### src/rtl/clk_rate_controller_pkg.sv
// Shared definitions for the clock rate controller: FSM state encoding,
// the default level-0 half period and a counter-width helper.
package clk_rate_controller_pkg;

    typedef enum logic [1:0] {
        ST_RUN     = 2'd0,
        ST_PAUSE   = 2'd1,
        ST_STEP_HI = 2'd2,
        ST_STEP_LO = 2'd3
    } state_t;

    // 1 Hz divided clock from a 100 MHz system clock
    localparam int DEFAULT_BASE_HALF = 49_999_999;

    // Bits needed to count 0 .. n-1, never narrower than one bit
    function automatic int cnt_width(input int n);
        return (n > 1) ? $clog2(n) : 1;
    endfunction

endpackage

### src/rtl/clk_rate_controller_btn_debouncer.sv
// Button debouncer: two-flop synchroniser, stable-sample counter and a
// one-cycle pulse on the debounced rising edge. Holding the button never
// repeats the pulse.
module btn_debouncer
    import clk_rate_controller_pkg::*;
#(
    parameter int DEB_CYCLES = 1_000_000
) (
    input  logic clk,
    input  logic rst,
    input  logic raw,
    output logic press
);

    localparam int DEB_W = cnt_width(DEB_CYCLES);

    logic             sync_1;
    logic             sync_2;
    logic             deb;
    logic             deb_q;
    logic [DEB_W-1:0] stable_cnt;

    // Bring the asynchronous button into the clk domain
    always_ff @(posedge clk) begin
        if (rst) begin
            sync_1 <= 1'b0;
            sync_2 <= 1'b0;
        end else begin
            sync_1 <= raw;
            sync_2 <= sync_1;
        end
    end

    // Accept a new level only after DEB_CYCLES consecutive differing samples
    always_ff @(posedge clk) begin
        if (rst) begin
            deb        <= 1'b0;
            deb_q      <= 1'b0;
            stable_cnt <= '0;
        end else begin
            deb_q <= deb;
            if (sync_2 == deb) begin
                stable_cnt <= '0;
            end else if (stable_cnt == DEB_W'(DEB_CYCLES - 1)) begin
                deb        <= sync_2;
                stable_cnt <= '0;
            end else begin
                stable_cnt <= stable_cnt + DEB_W'(1);
            end
        end
    end

    assign press = deb & ~deb_q;

endmodule

### src/rtl/clk_rate_controller.sv
// Clock rate controller: divides clk into clk_n at one of NUM_LEVELS rates
// (each level doubles the rate), with RUN/PAUSE mode and single-step of one
// full clk_n period. tick marks the clk cycle in which clk_n rises.
//
//  state      | meaning
//  -----------+--------------------------------------------------------
//  ST_RUN     | free-running divider
//  ST_PAUSE   | counter frozen, clk_n held low (a high phase finishes)
//  ST_STEP_HI | single step, high half of the period
//  ST_STEP_LO | single step, low half of the period
module clk_rate_controller
    import clk_rate_controller_pkg::*;
#(
    parameter int NUM_LEVELS = 6,
    parameter int BASE_HALF  = DEFAULT_BASE_HALF,
    parameter int CNT_W      = 32,
    parameter int DEB_CYCLES = 1_000_000,
    parameter int LVL_W      = 4
) (
    input  logic             clk,
    input  logic             rst,
    input  logic             btn_faster,
    input  logic             btn_slower,
    input  logic             btn_pause,
    input  logic             btn_step,
    output logic             clk_n,
    output logic             tick,
    output logic [LVL_W-1:0] curr_level,
    output logic             paused
);

    localparam logic [LVL_W-1:0] TOP_LEVEL = LVL_W'(NUM_LEVELS - 1);

    state_t           state;
    state_t           state_nxt;
    logic [CNT_W-1:0] counter;
    logic [CNT_W-1:0] cnt_nxt;
    logic             clk_nxt;
    logic [CNT_W-1:0] half_cur;
    logic             term;
    logic             ev_faster;
    logic             ev_slower;
    logic             ev_pause;
    logic             ev_step;
    logic             lvl_up;
    logic             lvl_dn;
    logic             lvl_chg;
    logic             step_start;

    btn_debouncer #(.DEB_CYCLES(DEB_CYCLES)) u_deb_faster (
        .clk(clk), .rst(rst), .raw(btn_faster), .press(ev_faster)
    );
    btn_debouncer #(.DEB_CYCLES(DEB_CYCLES)) u_deb_slower (
        .clk(clk), .rst(rst), .raw(btn_slower), .press(ev_slower)
    );
    btn_debouncer #(.DEB_CYCLES(DEB_CYCLES)) u_deb_pause (
        .clk(clk), .rst(rst), .raw(btn_pause), .press(ev_pause)
    );
    btn_debouncer #(.DEB_CYCLES(DEB_CYCLES)) u_deb_step (
        .clk(clk), .rst(rst), .raw(btn_step), .press(ev_step)
    );

    // Half period for the current level; the fastest level toggles every cycle
    always_comb begin
        if (curr_level == TOP_LEVEL) begin
            half_cur = '0;
        end else begin
            half_cur = CNT_W'(BASE_HALF) >> curr_level;
        end
    end

    assign term       = (counter >= half_cur);
    assign lvl_up     = ev_faster & ~ev_slower & (curr_level != TOP_LEVEL);
    assign lvl_dn     = ev_slower & ~ev_faster & (curr_level != '0);
    assign lvl_chg    = lvl_up | lvl_dn;
    assign step_start = (state == ST_PAUSE) & ~ev_pause & ev_step & ~clk_n;

    // FSM state register
    always_ff @(posedge clk) begin
        if (rst) begin
            state <= ST_RUN;
        end else begin
            state <= state_nxt;
        end
    end

    // FSM next state; a level change restarts the count so a step phase
    // cannot end in the same cycle
    always_comb begin
        state_nxt = state;
        case (state)
            ST_RUN: begin
                if (ev_pause) state_nxt = ST_PAUSE;
            end
            ST_PAUSE: begin
                if (ev_pause)        state_nxt = ST_RUN;
                else if (step_start) state_nxt = ST_STEP_HI;
            end
            ST_STEP_HI: begin
                if (term && !lvl_chg) state_nxt = ST_STEP_LO;
            end
            ST_STEP_LO: begin
                if (term && !lvl_chg) state_nxt = ST_PAUSE;
            end
            default: state_nxt = ST_RUN;
        endcase
    end

    // FSM outputs
    always_comb begin
        paused = (state != ST_RUN);
    end

    // Divider next values; a level change clears the counter and cancels any
    // toggle, but the rising edge of a new step still goes out
    always_comb begin
        cnt_nxt = counter;
        clk_nxt = clk_n;
        case (state)
            ST_RUN: begin
                if (term) begin
                    cnt_nxt = '0;
                    clk_nxt = ~clk_n;
                end else begin
                    cnt_nxt = counter + CNT_W'(1);
                end
            end
            ST_PAUSE: begin
                if (ev_pause) begin
                    cnt_nxt = '0;
                end else if (step_start) begin
                    cnt_nxt = '0;
                    clk_nxt = 1'b1;
                end else if (clk_n) begin
                    if (term) begin
                        cnt_nxt = '0;
                        clk_nxt = 1'b0;
                    end else begin
                        cnt_nxt = counter + CNT_W'(1);
                    end
                end
            end
            ST_STEP_HI: begin
                if (term) begin
                    cnt_nxt = '0;
                    clk_nxt = 1'b0;
                end else begin
                    cnt_nxt = counter + CNT_W'(1);
                end
            end
            ST_STEP_LO: begin
                if (term) begin
                    cnt_nxt = '0;
                end else begin
                    cnt_nxt = counter + CNT_W'(1);
                end
            end
            default: begin
                cnt_nxt = '0;
                clk_nxt = 1'b0;
            end
        endcase
        if (lvl_chg) begin
            cnt_nxt = '0;
            if (!step_start) clk_nxt = clk_n;
        end
    end

    // Divider, tick and level registers
    always_ff @(posedge clk) begin
        if (rst) begin
            counter    <= '0;
            clk_n      <= 1'b0;
            tick       <= 1'b0;
            curr_level <= '0;
        end else begin
            counter <= cnt_nxt;
            clk_n   <= clk_nxt;
            tick    <= clk_nxt & ~clk_n;
            if (lvl_up) begin
                curr_level <= curr_level + LVL_W'(1);
            end else if (lvl_dn) begin
                curr_level <= curr_level - LVL_W'(1);
            end
        end
    end

endmodule
### config.mk
export PLATFORM = sky130hd
export DESIGN_NAME = clk_rate_controller
export DESIGN_NICKNAME = d
export VERILOG_FILES = /design/src/rtl/clk_rate_controller_pkg.sv /design/src/rtl/clk_rate_controller_btn_debouncer.sv /design/src/rtl/clk_rate_controller.sv
export SDC_FILE = /design/constraint.sdc
export NUM_CORES = 1
export LEC_CHECK = 0
export CAP_MARGIN = 10
export CORE_ASPECT_RATIO = 0.75
export CORE_MARGIN = 1.5
export CORE_UTILIZATION = 63
export DETAILED_ROUTE_END_ITERATION = 10
export GPL_ROUTABILITY_DRIVEN = 0
export HOLD_SLACK_MARGIN = 0.1
export PLACE_DENSITY = 0.8
export SLEW_MARGIN = 10
export SYNTH_ARGS = -nofsm -noshare
export SYNTH_HDL_FRONTEND = slang
export SYNTH_SLANG_ARGS = --single-unit
### constraint.sdc
create_clock -name clk -period 4.5 [get_ports clk]
set_input_delay 0.675 -clock clk [delete_from_list [all_inputs] [get_ports clk]]
set_output_delay 0.675 -clock clk [all_outputs]
set_load 0.02 [all_outputs]
==> impl_metrics.py <==
metrics = {
    "route": {
        "drt-initial-drc-count": 363,
        "firstDrtPassIters": 5,
        "wl_mm": 14.4,
        "wire_per_inst_um": 14.8,
        "drc": 0,
        "avgViaCountPerCell": 5.81,
        "vias": 5652,
        "ant_nets": 0,
    },
    "yosys": {
        "synth_seq_cells": 136,
        "ys_seq_area_frac": 0.389,
        "synth_warnings": 0,
        "synthesis.area_sq_mm": 0.00699,
        "synthArstFlopShare": 0,
        "synth_nets": 860,
        "yosys.cell_types.count": 63,
        "synth_area_leaders": "dfxtp_1 (39%), nor2_1 (7.7%), xor2_1 (7.4%)",
        "synth_edf_count": 0,
        "synth_common_cells": "nor2_1 (143), dfxtp_1 (136), nand2_1 (59), xor2_1 (59), nand3_1 (46)",
        "synthCells": 814,
        "synth_ff_type": "dfxtp_1",
        "synth_top_cell_area_share": 0.389,
        "yosys.area.top_type": "dfxtp_1",
        "synth.avg_cell_area_sq_um": 8.59,
        "yosysMostFrequentCell": "nor2_1",
    },
    "sta": {
        "finClkSkew_ns": 0.00734,
        "hold_viol_final": 0,
        "period_share": 0.927,
        "setup_viol": 0,
        "worst_slew_pin_slew_ns": 1.17,
        "period_minus_slack_ns": 4.17,
        "slew_headroom": 0.214,
        "rsz0062_at_grt": "false",
        "tns_ns": 0,
        "clock.fmax_mhz": 240,
        "drv_slew": 0,
    },
    "place": {
        "dp.cells": 940,
        "dpl.hpwl_mm": 9.95,
        "port-buffer-count": 12,
    },
    "worst_setup_path": {
        "slowest_delay_ns": 0.65,
        "reg2reg_slack_ns": 0.33,
        "cp.arrival_ns": 4.47,
        "critPathSlowestCell": "dfxtp_1",
        "critPathKind": "flop to flop",
        "r2r-end": "clk_n",
        "start_kind": "flop",
        "worst-path-buf-inv": 1,
        "cp_common_cell": "ha_1",
        "cp_max_fo": 16,
        "worstReg2RegStart": "curr_level[3]",
        "reg2regPathDepth": 13,
        "cp_data_required_time_ns": 4.79,
        "cp_top_family": "compound AO/OA/AOI/OAI gates",
        "cp-end-kind": "flop",
        "crit_chain": "clkinv_1, maj3_1, a22o_1, ha_1, a2111oi_0, o31ai_1, o31ai_4, and2_1, ha_1, o21ai_0, o21bai_1, a2111oi_1, nor2_1",
    },
    "cts": {
        "cts.repair.resized": 0,
        "cts_made_buffers": 17,
        "post_cts_buffers": 0,
        "clock-sinks": 136,
        "hold_buffers": 0,
        "clk_latency_ns": 0.42,
        "clk_path_buf_depth": 2,
        "cts_max_level": 4,
        "clock-root-buffer": "clkbuf_16",
        "tritoncts": "done",
        "clk_pin_slew_ns": 0.06,
    },
    "final_layout": {
        "layout-drive-gt1-share": 0.0637,
        "register_area_sq_mm": 0.00272,
        "fin_cells": 972,
        "diodes": 0,
        "final.fill_count": 803,
        "fin_util": 0.714,
        "multiInputGateArea_sq_mm": 0.00406,
        "fin_nets": 865,
        "area_growth_pct": 10.9,
    },
    "min_path": {
        "hp-class": "flop to flop",
        "hp-start": "u_deb_pause.sync_1",
        "hold_path_end": "u_deb_pause.sync_2",
        "hold_depth": 1,
    },
    "global_routing": {
        "grt_pass1_vias": 5219,
        "grt_antenna_before_repair": 0,
        "grt_max_degree": 33,
        "grt.total_usage": 0.257,
        "grt_overflow": 0,
        "grt_pass1_wl_mm": 24.5,
    },
    "die": {
        "die_y_um": 94.3,
        "die_x_um": 125,
        "start_util": 0.644,
        "ioPinCount": 13,
        "core_sq_mm": 0.0109,
        "rows": 33,
        "dieArea_sq_mm": 0.0117,
    },
    "job": {
        "drv_cap": 0,
    },
    "pwr": {
        "cellLeakagePower_nw": 2.78,
        "ir_worst_vdd_mv": 0.286,
        "power_density_mw_per_mm2": 346,
    },
    "status": {
        "status": "finished, final reports clean",
    },
}
placed cells by master (no fill, tap or decap), drive strengths merged, types with 2 or more instances in the layout:
cell type / count
dfxtp: 136
mux2: 2
a21oi: 22
inv: 20
o211ai: 4
clkinvlp: 4
nor4b: 6
nor2b: 20
and4: 13
ha: 39
xnor2: 45
o22ai: 2
o21ai: 12
mux2i: 7
nor3: 42
a21boi: 2
or4: 3
a31oi: 4
nand3: 47
buf: 3
o31ai: 4
a211oi: 2
and3: 12
o21a: 3
nor4: 9
nand4: 27
clkdlybuf4s50: 12
nand2: 59
clkinv: 6
clkbuf: 20
or3: 7
xor2: 59
nor2: 144
and2: 7
or2: 4
o211a: 2
a2111oi: 2
nand2b: 6
per-stage QoR:
step | area (sq um) | setup slack [ns] | total power (W) | hold slack (ns)
finish | 7750 | 0.329 | 0.00268 | 0.442
global route | 7750 | 0.0149 | 0.00276 | 0.458
CTS | 7750 | 0.467 | 0.00269 | 0.441
detailed placement | 7160 | 0.492 | 0.00135 | 0.427
global placement | 7160 | 0.703 | 0.00134 | 0.420
floorplan | 6990 | 0.851 | 0.00132 | 0.413
worst reg2reg max path, stage by stage, from the launching register on:
cell       delay, ns
dfxtp_1         0.65
clkinv_1        0.37
maj3_1          0.43
a22o_1          0.19
ha_1            0.28
a2111oi_0       0.46
o31ai_1         0.19
o31ai_4         0.46
and2_1          0.20
ha_1            0.12
o21ai_0         0.08
o21bai_1        0.19
a2111oi_1       0.34
nor2_1          0.09
where the power goes:
group          internal (W)  leakage (nW)   total, W  switching [W]
combinational     0.0000390          1.40  0.0000965      0.0000574
clock              0.000809         0.275    0.00135       0.000544
sequential          0.00122          1.10    0.00123      0.0000137
total               0.00207          2.78    0.00268       0.000615
routing by layer:
layer | GRT usage | part of all wire | vias to the layer above
met1 | 0.334 | 0.46 | 2644
li1 | - | - | 2831
met5 | 0 | 0 | -
met4 | 0.0881 | 0.016 | 0
met2 | 0.411 | 0.46 | 152
met3 | 0.0746 | 0.064 | 25
state kept, by name (all words and copies together), names as in the netlist, 2 cells and up:
name,count
state,2
u_deb_step.stable_cnt,20
curr_level,4
u_deb_slower.stable_cnt,20
u_deb_faster.stable_cnt,20
u_deb_pause.stable_cnt,20
counter,32
final cells by class:
type / count / share of cell area
multi-input cells: 630 / 0.523
flip-flops and latches: 136 / 0.351
clock buffers: 20 / 0.0602
well taps: 140 / 0.0226
repair buffers: 15 / 0.0184
clock inverters: 12 / 0.0152
inverters: 19 / 0.00920
worst max path at each step:
stage	cells past startpoint	endpoint	slack, ns	from
final	13	clk_n	0.33	curr_level[3]
after global routing	13	clk_n	0.01	curr_level[3]
after CTS	13	clk_n	0.47	curr_level[3]
after detailed placement	13	clk_n	0.49	curr_level[3]
after global placement	13	clk_n	0.70	curr_level[3]
after floorplan	15	clk_n	0.85	curr_level[1]
kinds of logic after synthesis:
kind of cell               Yosys count  synth area share
muxes                                9            0.0138
and+or+nand+nor                    407             0.293
xor gates and xnor gates           104             0.130
adders and majority gates           41            0.0741
buffers and inverters               48            0.0315
DFF                                136             0.389
AOI/OAI and AO/OA                   69            0.0678
(Power assumes the default switching activity.)
